<file path="src/rtl/mul_pkg.sv">
// Shared types and helpers for the sequential multiplier.
// FSM encoding, operation-mode constants and product width.
package mul_pkg;

  typedef enum logic [1:0] {
    IDLE = 2'd0,
    BUSY = 2'd1,
    DONE = 2'd2
  } state_t;

  localparam logic MODE_UNSIGNED = 1'b0;
  localparam logic MODE_SIGNED   = 1'b1;

  function automatic int prod_w(input int w);
    return 2 * w;
  endfunction

endpackage

</file>
<file path="src/rtl/seq_mul_cond_neg.sv">
// Conditional two's-complement negate, any width.
// Used for operand magnitudes and result sign fix-up.
module cond_neg #(
  parameter int N = 4
) (
  input  logic         neg,
  input  logic [N-1:0] x,
  output logic [N-1:0] y
);

  // pass through or negate
  always_comb begin
    y = x;
    if (neg) begin
      y = ~x + N'(1);
    end
  end

endmodule

</file>
<file path="src/rtl/seq_mul.sv">
// Sequential shift-add multiplier, one bit per cycle.
// Signed ops run on magnitudes; sign applied on the last step.
module seq_mul
  import mul_pkg::*;
#(
  parameter int W = 4
) (
  input  logic                 clk,
  input  logic                 rst,
  input  logic                 in_valid,
  output logic                 in_ready,
  input  logic [W-1:0]         a,
  input  logic [W-1:0]         b,
  input  logic                 signed_mode,
  output logic                 out_valid,
  input  logic                 out_ready,
  output logic [prod_w(W)-1:0] c
);

  localparam int PW = prod_w(W);
  localparam int CW = $clog2(W);

  state_t state;
  state_t state_nx;

  logic [PW-1:0] mcand;
  logic [PW-1:0] acc;
  logic [PW-1:0] acc_sum;
  logic [PW-1:0] res;
  logic [W-1:0]  mplier;
  logic [W-1:0]  mag_a;
  logic [W-1:0]  mag_b;
  logic [CW-1:0] cnt;
  logic          neg;
  logic          sgn;
  logic          accept;
  logic          last;

  assign sgn    = (signed_mode == MODE_SIGNED);
  assign accept = in_valid && in_ready;
  assign last   = (cnt == CW'(W - 1));

  assign acc_sum = acc + (mplier[0] ? mcand : '0);

  cond_neg #(
    .N(W)
  ) u_neg_a (
    .neg(sgn && a[W-1]),
    .x  (a),
    .y  (mag_a)
  );

  cond_neg #(
    .N(W)
  ) u_neg_b (
    .neg(sgn && b[W-1]),
    .x  (b),
    .y  (mag_b)
  );

  cond_neg #(
    .N(PW)
  ) u_neg_c (
    .neg(neg),
    .x  (acc_sum),
    .y  (res)
  );

  // state register
  always_ff @(posedge clk) begin
    if (rst) begin
      state <= IDLE;
    end else begin
      state <= state_nx;
    end
  end

  // next-state decode
  always_comb begin
    state_nx = state;
    unique case (1'b1)
      (state == IDLE): begin
        if (accept) state_nx = BUSY;
      end
      (state == BUSY): begin
        if (last) state_nx = DONE;
      end
      (state == DONE): begin
        if (out_ready) state_nx = IDLE;
      end
      default: state_nx = IDLE;
    endcase
  end

  // handshake output toward the producer
  always_comb begin
    in_ready = (state == IDLE) && !rst;
  end

  // datapath: load, shift-add, result and out_valid
  always_ff @(posedge clk) begin
    if (rst) begin
      mcand     <= '0;
      mplier    <= '0;
      acc       <= '0;
      cnt       <= '0;
      neg       <= 1'b0;
      c         <= '0;
      out_valid <= 1'b0;
    end else begin
      unique case (1'b1)
        (state == IDLE): begin
          if (accept) begin
            mcand  <= {{W{1'b0}}, mag_a};
            mplier <= mag_b;
            neg    <= sgn && (a[W-1] ^ b[W-1]);
            acc    <= '0;
            cnt    <= '0;
          end
        end
        (state == BUSY): begin
          acc    <= acc_sum;
          mcand  <= mcand << 1;
          mplier <= mplier >> 1;
          cnt    <= cnt + 1'b1;
          if (last) begin
            c         <= res;
            out_valid <= 1'b1;
          end
        end
        (state == DONE): begin
          if (out_ready) out_valid <= 1'b0;
        end
        default: ;
      endcase
    end
  end

endmodule

</file>
<file path="config.mk">
export PLATFORM = sky130hd
export DESIGN_NAME = seq_mul
export DESIGN_NICKNAME = d
export VERILOG_FILES = /design/src/rtl/mul_pkg.sv /design/src/rtl/seq_mul_cond_neg.sv /design/src/rtl/seq_mul.sv
export SDC_FILE = /design/constraint.sdc
export NUM_CORES = 1
export LEC_CHECK = 0
export CAP_MARGIN = 5
export CORE_MARGIN = 3
export CORE_UTILIZATION = 55
export DETAILED_ROUTE_END_ITERATION = 12
export MAX_ROUTING_LAYER = met4
export PLACE_DENSITY = 0.79
export SKIP_LAST_GASP = 1
export SLEW_MARGIN = 20
export SYNTH_ARGS = -nofsm -noshare
export SYNTH_HDL_FRONTEND = slang
export SYNTH_SLANG_ARGS = --single-unit
</file>
<file path="constraint.sdc">
create_clock -name clk -period 4.58 [get_ports clk]
set_input_delay 0.916 -clock clk [delete_from_list [all_inputs] [get_ports clk]]
set_output_delay 0.916 -clock clk [all_outputs]
set_load 0.05 [all_outputs]
</file>
==> results.sh, run 1 <==
export IMPL_synthToLayoutAreaGrowth_pct=15.9
export IMPL_instances_no_fill=307
export IMPL_worst_ir_drop_vdd_mv=0.145
export IMPL_cp_end_kind="output port"
export IMPL_cp_start_kind="input pin"
export IMPL_synth_fa_ha_area_frac=0.0822
export IMPL_routed_via_density=5.69
export IMPL_synth_mux_area_frac=0.0157
export IMPL_htreeDepth=2
export IMPL_cts_sinks=34
export IMPL_synth_compound_area_share=0.204
export IMPL_hold_violations=0
export IMPL_synth_top_family_by_area="simple AND/OR/NAND/NOR gates"
export IMPL_io_pins=23
export IMPL_place_inst=299
export IMPL_leakagePower_nw=0.883
export IMPL_setup_tns_ns=0
export IMPL_synth_edf_count=0
export IMPL_yosys_warnings=0
export IMPL_ys_seq_area_frac=0.355
export IMPL_gp_congestion=0.843
export IMPL_max_cap_violations=0
export IMPL_synthXorXnorAreaFrac=0.0548
export IMPL_numCtsBuffers=5
export IMPL_ys_flop_type="dfxtp_1"
export IMPL_tightest_slew_ns=0.769
export IMPL_die_area_um2=4230
export IMPL_synth_simple_area_share=0.245
export IMPL_grt_pass1_wl_mm=6.76
export IMPL_r2r_slack_ns=1.88
export IMPL_critPathArrivalTime_ns=2.45
export IMPL_antenna_found_initial=0
export IMPL_drt_iter0_drc=67
export IMPL_routed_wl_mm=3.88
export IMPL_grt_pass1_vias=1586
export IMPL_syn_cell_area_um2=1920
export IMPL_path_clk_slew_ns=0.10
export IMPL_grt_remaining_overflow=0
export IMPL_maxSlewViolCount=0
export IMPL_fmax_mhz=297
export IMPL_row_count=20
export IMPL_io_buffers=22
export IMPL_post_cts_setup_buffers=0
export IMPL_antenna_cells=0
export IMPL_whs_ns=0.470
export IMPL_synth_async_reset_ratio=0
export IMPL_holdBufCountCts=0
export IMPL_powerDensity_nw_per_um2=246
export IMPL_path_buf_inv=2
export IMPL_synth_nets=268
export IMPL_cts_root_buf="clkbuf_4"
export IMPL_skew_ns=0.00546
export IMPL_die_y_um=65.0
export IMPL_cp_cell_sequence="clkdlybuf4s50_1 > nor3_1 > clkdlybuf4s50_1"
export IMPL_yosys_register_bits=34
export IMPL_period_share=0.735
export IMPL_grt_max_degree=36
export IMPL_fp_dieW_um=65.0
export IMPL_grt_setup_unrepaired="false"
export IMPL_hpwlAfterDp_mm=2.86
export IMPL_wl_per_cell_um=12.6
export IMPL_worst_setup_path_type="input pin to output port"
export IMPL_slowest_stage="clkdlybuf4s50_1"
export IMPL_cts_resized=0
export IMPL_worst_endpoint_required_ns=3.66
export IMPL_vias=1746
export IMPL_path_delay_family="buffers and inverters"
export IMPL_avgSynthCellArea_um2=7.89
export IMPL_cpPeakStageDelay_ns=0.86
export IMPL_fin_nets=287
export IMPL_start_util=0.603
export IMPL_worst_skew_pair_late_latency_ns=0.34
export IMPL_cts_tree="done"
export IMPL_grt_usage=0.208
export IMPL_period_needed_ns=3.37
export IMPL_post_route_drc_count=0
export IMPL_drive_gt1_frac=0.0456
export IMPL_synth_cell_type_count=37
export IMPL_syn_inst=243
export IMPL_slew_headroom=0.487
export IMPL_critPathMaxFanout=3
export IMPL_finalSetupViolCount=0
export IMPL_hp_class="flip-flop to flip-flop"
export IMPL_core_um2=3180
export IMPL_cts_path_max_buffers=2
export IMPL_cp_common_cell="clkdlybuf4s50_1"
export IMPL_ant_nets=0
export IMPL_dr_pass1_iters=4
export IMPL_status="finished, final reports clean"
Yosys cell counts (all sizes together), types with 2 or more instances:
cell	count	area share
a211oi	5	0.020
a21oi	30	0.078
mux2i	3	0.016
nand2	33	0.065
inv	10	0.020
ha	11	0.072
o41ai	2	0.013
clkbuf	12	0.023
and2	8	0.026
o31ai	2	0.0078
nand3b	2	0.0078
nand2b	3	0.0098
dfxtp	34	0.36
nor2b	2	0.0065
xor2	9	0.041
a21o	2	0.0078
nor2	20	0.039
nand3	22	0.057
xnor2	3	0.014
nor3	4	0.010
o21ai	4	0.010
or3	3	0.0098
a22oi	3	0.012
and3	3	0.0098
a221oi	4	0.022
where the power goes:
| part | switching [W] | internal, W |
|---|---|---|
| sequential | 0.00000596 | 0.000302 |
| combinational | 0.0000378 | 0.0000254 |
| clock | 0.000102 | 0.0000744 |
sequential cells by signal, indices dropped and copies added, names as in the netlist:
register   cells
acc            8
c              8
cnt            2
mcand          8
mplier         4
neg            1
out_valid      1
state          2
per-stage QoR:
step	area (um2)	power [W]	worst slack (ns)	util
final	2220	0.000547	1.21	0.699
after global routing	2220	0.000571	1.11	0.699
after CTS	2220	0.000553	1.19	0.699
after detailed placement	2160	0.000378	1.19	0.680
after global placement	2160	0.000377	1.20	0.680
after floorplan	1920	0.000353	1.35	-
layout make-up:
cell class	instances	area (um2)
clock buffer	7	55.1
clock inverter	1	5.00
fill	283	956
inverter	10	37.5
multi-input combinational	187	1150
sequential	34	681
tap	44	55.1
timing repair buffer	24	235
path summary, 6_finish.rpt:
check / from / to / cells past startpoint
hold reg to reg: c[0] / c[0] / 2
setup reg to reg: mplier[0] / c[7] / 9
setup / recovery: rst / in_ready / 3
hold / removal: c[0] / c[0] / 2
worst reg2reg max path, stage by stage (launching register included):
cell and delay [ns]:
dfxtp_1 0.38, and2_1 0.17, ha_1 0.22, fa_1 0.41
xor2_1 0.22, or3_1 0.35, o21bai_1 0.19, o41ai_1 0.32
mux2i_1 0.26, nand2_1 0.07
cell usage in the layout (no fill, tap or decap), types with 2 or more instances in the layout:
cell type / netlist / routed
buf_4: 0 / 2
and3_1: 3 / 3
a221oi_1: 3 / 3
a22oi_1: 3 / 3
nand2b_1: 3 / 3
nand2_1: 33 / 33
nor3_1: 4 / 4
and2_1: 8 / 8
or3_1: 3 / 3
a211oi_1: 5 / 5
clkdlybuf4s50_1: 0 / 22
inv_1: 10 / 10
xnor2_1: 3 / 3
mux2i_1: 3 / 3
o21ai_1: 2 / 2
xor2_1: 9 / 9
a21oi_1: 30 / 30
nand3_1: 22 / 22
clkbuf_4: 0 / 5
o21ai_0: 2 / 2
ha_1: 11 / 11
o31ai_1: 2 / 2
dfxtp_1: 34 / 34
nor2b_1: 2 / 2
nand3b_1: 2 / 2
nor2_1: 20 / 20
a21o_1: 2 / 2
cells by family after synthesis:
group / Yosys count
compound gates: 59
xor+xnor: 12
fa+ha+maj: 12
buf+inv: 22
flops: 34
mux: 3
simple gates: 101
per-layer routing:
layer / part of all wire / routed length [um] / global-route usage
met1: 0.48 / 1880 / 0.255
met2: 0.45 / 1750 / 0.337
met3: 0.053 / 206 / 0.0537
met5: 0 / 0 / -
met4: 0.012 / 46 / 0.0648
Note: power is estimated with default switching activity, not from simulation.
==> inputs of run 2 (changes only) <==
CORE_UTILIZATION = 50   (was 55)
PLACE_DENSITY = 0.76   (was 0.79)
clock period = 2.7 ns   (was 4.58 ns; I/O delays follow)
==> run 2 against run 1 <==
  * Core utilization decreased by 4.6 points
  * Die area increased by 9.1%
  * Sequential cell count unchanged
  * Critical path type is now flip-flop to flip-flop
  * Sequential power increased by 70%
  * Final cell count increased by 1.6%
  * Largest power group unchanged
==> results.sh, run 2 (synthesis gave the netlist of run 1 again) <==
export IMPL_holdBufCountCts=0
export IMPL_worst_ir_drop_vdd_mv=0.244
export IMPL_post_cts_setup_buffers=0
export IMPL_powerDensity_nw_per_um2=429
export IMPL_grt_usage=0.205
export IMPL_layout_setup_ws_ns=0.172
export IMPL_cp_start_kind="flip-flop"
export IMPL_period_needed_ns=2.53
export IMPL_routed_via_density=5.57
export IMPL_whs_path_depth=2
export IMPL_fmax_mhz=396
export IMPL_top_layer="met4"
export IMPL_slew_headroom=0.647
export IMPL_ff2ff_path_depth=9
export IMPL_numCtsBuffers=5
export IMPL_synthToLayoutAreaGrowth_pct=20.0
export IMPL_rr_endpoint="c[6]"
export IMPL_leakagePower_nw=0.932
export IMPL_place_ws_ns=0.108
export IMPL_status="finished, final reports clean"
export IMPL_grt_pass1_wl_mm=6.89
export IMPL_stdcell_area_um2=2300
export IMPL_cts_tree="done"
export IMPL_layout_commonest_cell="dfxtp_1"
export IMPL_setup_tns_ns=0
export IMPL_io_buffers=22
export IMPL_period_share=0.936
export IMPL_finalSetupViolCount=0
export IMPL_start_util=0.544
export IMPL_hold_end="c[2]"
export IMPL_reg2reg_from="mplier[0]"
export IMPL_die_y_um=67.9
export IMPL_routed_wl_mm=4.04
export IMPL_worst_setup_path_type="flip-flop to flip-flop"
export IMPL_cts_path_max_buffers=2
export IMPL_cts_resized=0
export IMPL_tightest_slew_ns=0.525
export IMPL_r2r_slack_ns=0.17
export IMPL_grt_pass1_vias=1575
export IMPL_critPathArrivalTime_ns=2.73
export IMPL_cp_end_kind="flip-flop"
export IMPL_skew_ns=0.00688
export IMPL_antenna_found_initial=0
export IMPL_dr_pass1_iters=4
export IMPL_maxSlewViolCount=0
export IMPL_wl_met1_mm=1.93
export IMPL_vias=1739
export IMPL_layout_common_cells="dfxtp_1 (34), nand2_1 (33), a21oi_1 (30)"
export IMPL_row_count=21
export IMPL_drt_iter0_drc=94
export IMPL_path_clk_slew_ns=0.07
export IMPL_hold_violations=0
export IMPL_met3_length_um=185
export IMPL_critPathMaxFanout=9
export IMPL_reg_largest_list="acc: 8 flops, c: 8 flops, mcand: 8 flops"
export IMPL_post_route_drc_count=0
export IMPL_fin_nets=291
export IMPL_core_um2=3520
export IMPL_ant_nets=0
export IMPL_worst_skew_pair_late_latency_ns=0.29
export IMPL_wl_met2_mm=1.87
export IMPL_htreeDepth=2
export IMPL_p_total_w=0.000987
export IMPL_cts_root_buf="clkbuf_8"
export IMPL_cts_sinks=34
export IMPL_hpwlAfterDp_mm=3.02
export IMPL_io_pins=23
export IMPL_min_delay_start="c[2]"
export IMPL_fp_dieW_um=67.9
export IMPL_drive_gt1_frac=0.0677
export IMPL_hp_class="flip-flop to flip-flop"
export IMPL_place_area_um2=2210
export IMPL_max_cap_violations=0
export IMPL_wl_per_cell_um=13.0
export IMPL_worst_endpoint_required_ns=2.90
export IMPL_gp_congestion=0.856
export IMPL_die_area_um2=4610
export IMPL_antenna_cells=0
export IMPL_grt_max_degree=36
export IMPL_grt_remaining_overflow=0
## run 2: changes by cell type in the layout (fill, tap and decap cells not counted)
cell,change
buf_4,+4
clkbuf_4,-5
clkinv_2,-1
nor3_2,+1
clkbuf_1,+1
xnor2_1,-1
clkdlybuf4s50_1,-1
buf_12,+1
o41ai_2,+1
xnor2_2,+1
o41ai_1,-1
nor3_1,-1
clkbuf_8,+4
## run 2: through the flow
stage / hold slack [ns] / instances / util
after floorplan: 0.432 / 243 / -
after global placement: 0.443 / 305 / 0.628
after detailed placement: 0.449 / 305 / 0.628
after CTS: 0.458 / 312 / 0.649
after global routing: 0.470 / 312 / 0.654
final: 0.455 / 312 / 0.654
## run 2: routing by layer
metal / up-vias / GRT usage
met1: 791 / 0.253
li1: 896 / -
met3: 7 / 0.0493
met4: 0 / 0.0744
met5: - / -
met2: 45 / 0.326
## run 2: critical path: stages (launching register included)
cell	delay (ns)
dfxtp_1	0.36
and2_1	0.16
ha_1	0.22
fa_1	0.41
a211o_1	0.30
o21ai_1	0.14
xnor2_2	0.15
o41ai_2	0.36
xor2_1	0.10
a211oi_1	0.24
## run 2: report_power, final
part	switching [W]	total (W)	internal, W	leakage, nW
clock network	0.000170	0.000348	0.000177	0.0383
registers	0.0000107	0.000524	0.000513	0.275
logic	0.0000666	0.000116	0.0000494	0.618
total	0.000248	0.000987	0.000740	0.932
## run 2: worst max-delay path by stage
stage / cells past startpoint / slack (ns) / from / end
finish: 9 / 0.17 / mplier[0] / c[6]
global route: 9 / -0.001 / mplier[0] / c[6]
CTS: 9 / 0.1 / mplier[0] / c[7]
detailed placement: 9 / 0.11 / mplier[0] / c[7]
global placement: 9 / 0.15 / mplier[0] / c[7]
floorplan: 9 / 0.26 / mplier[0] / c[7]
## run 2: layout make-up
cell class,count,area (um2)
Fill cell,344,1220
Inverter,10,37.5
Timing Repair Buffer,28,275
Multi-Input combinational cell,187,1170
Sequential cell,34,681
Clock buffer,7,76.3
Tap cell,46,57.6
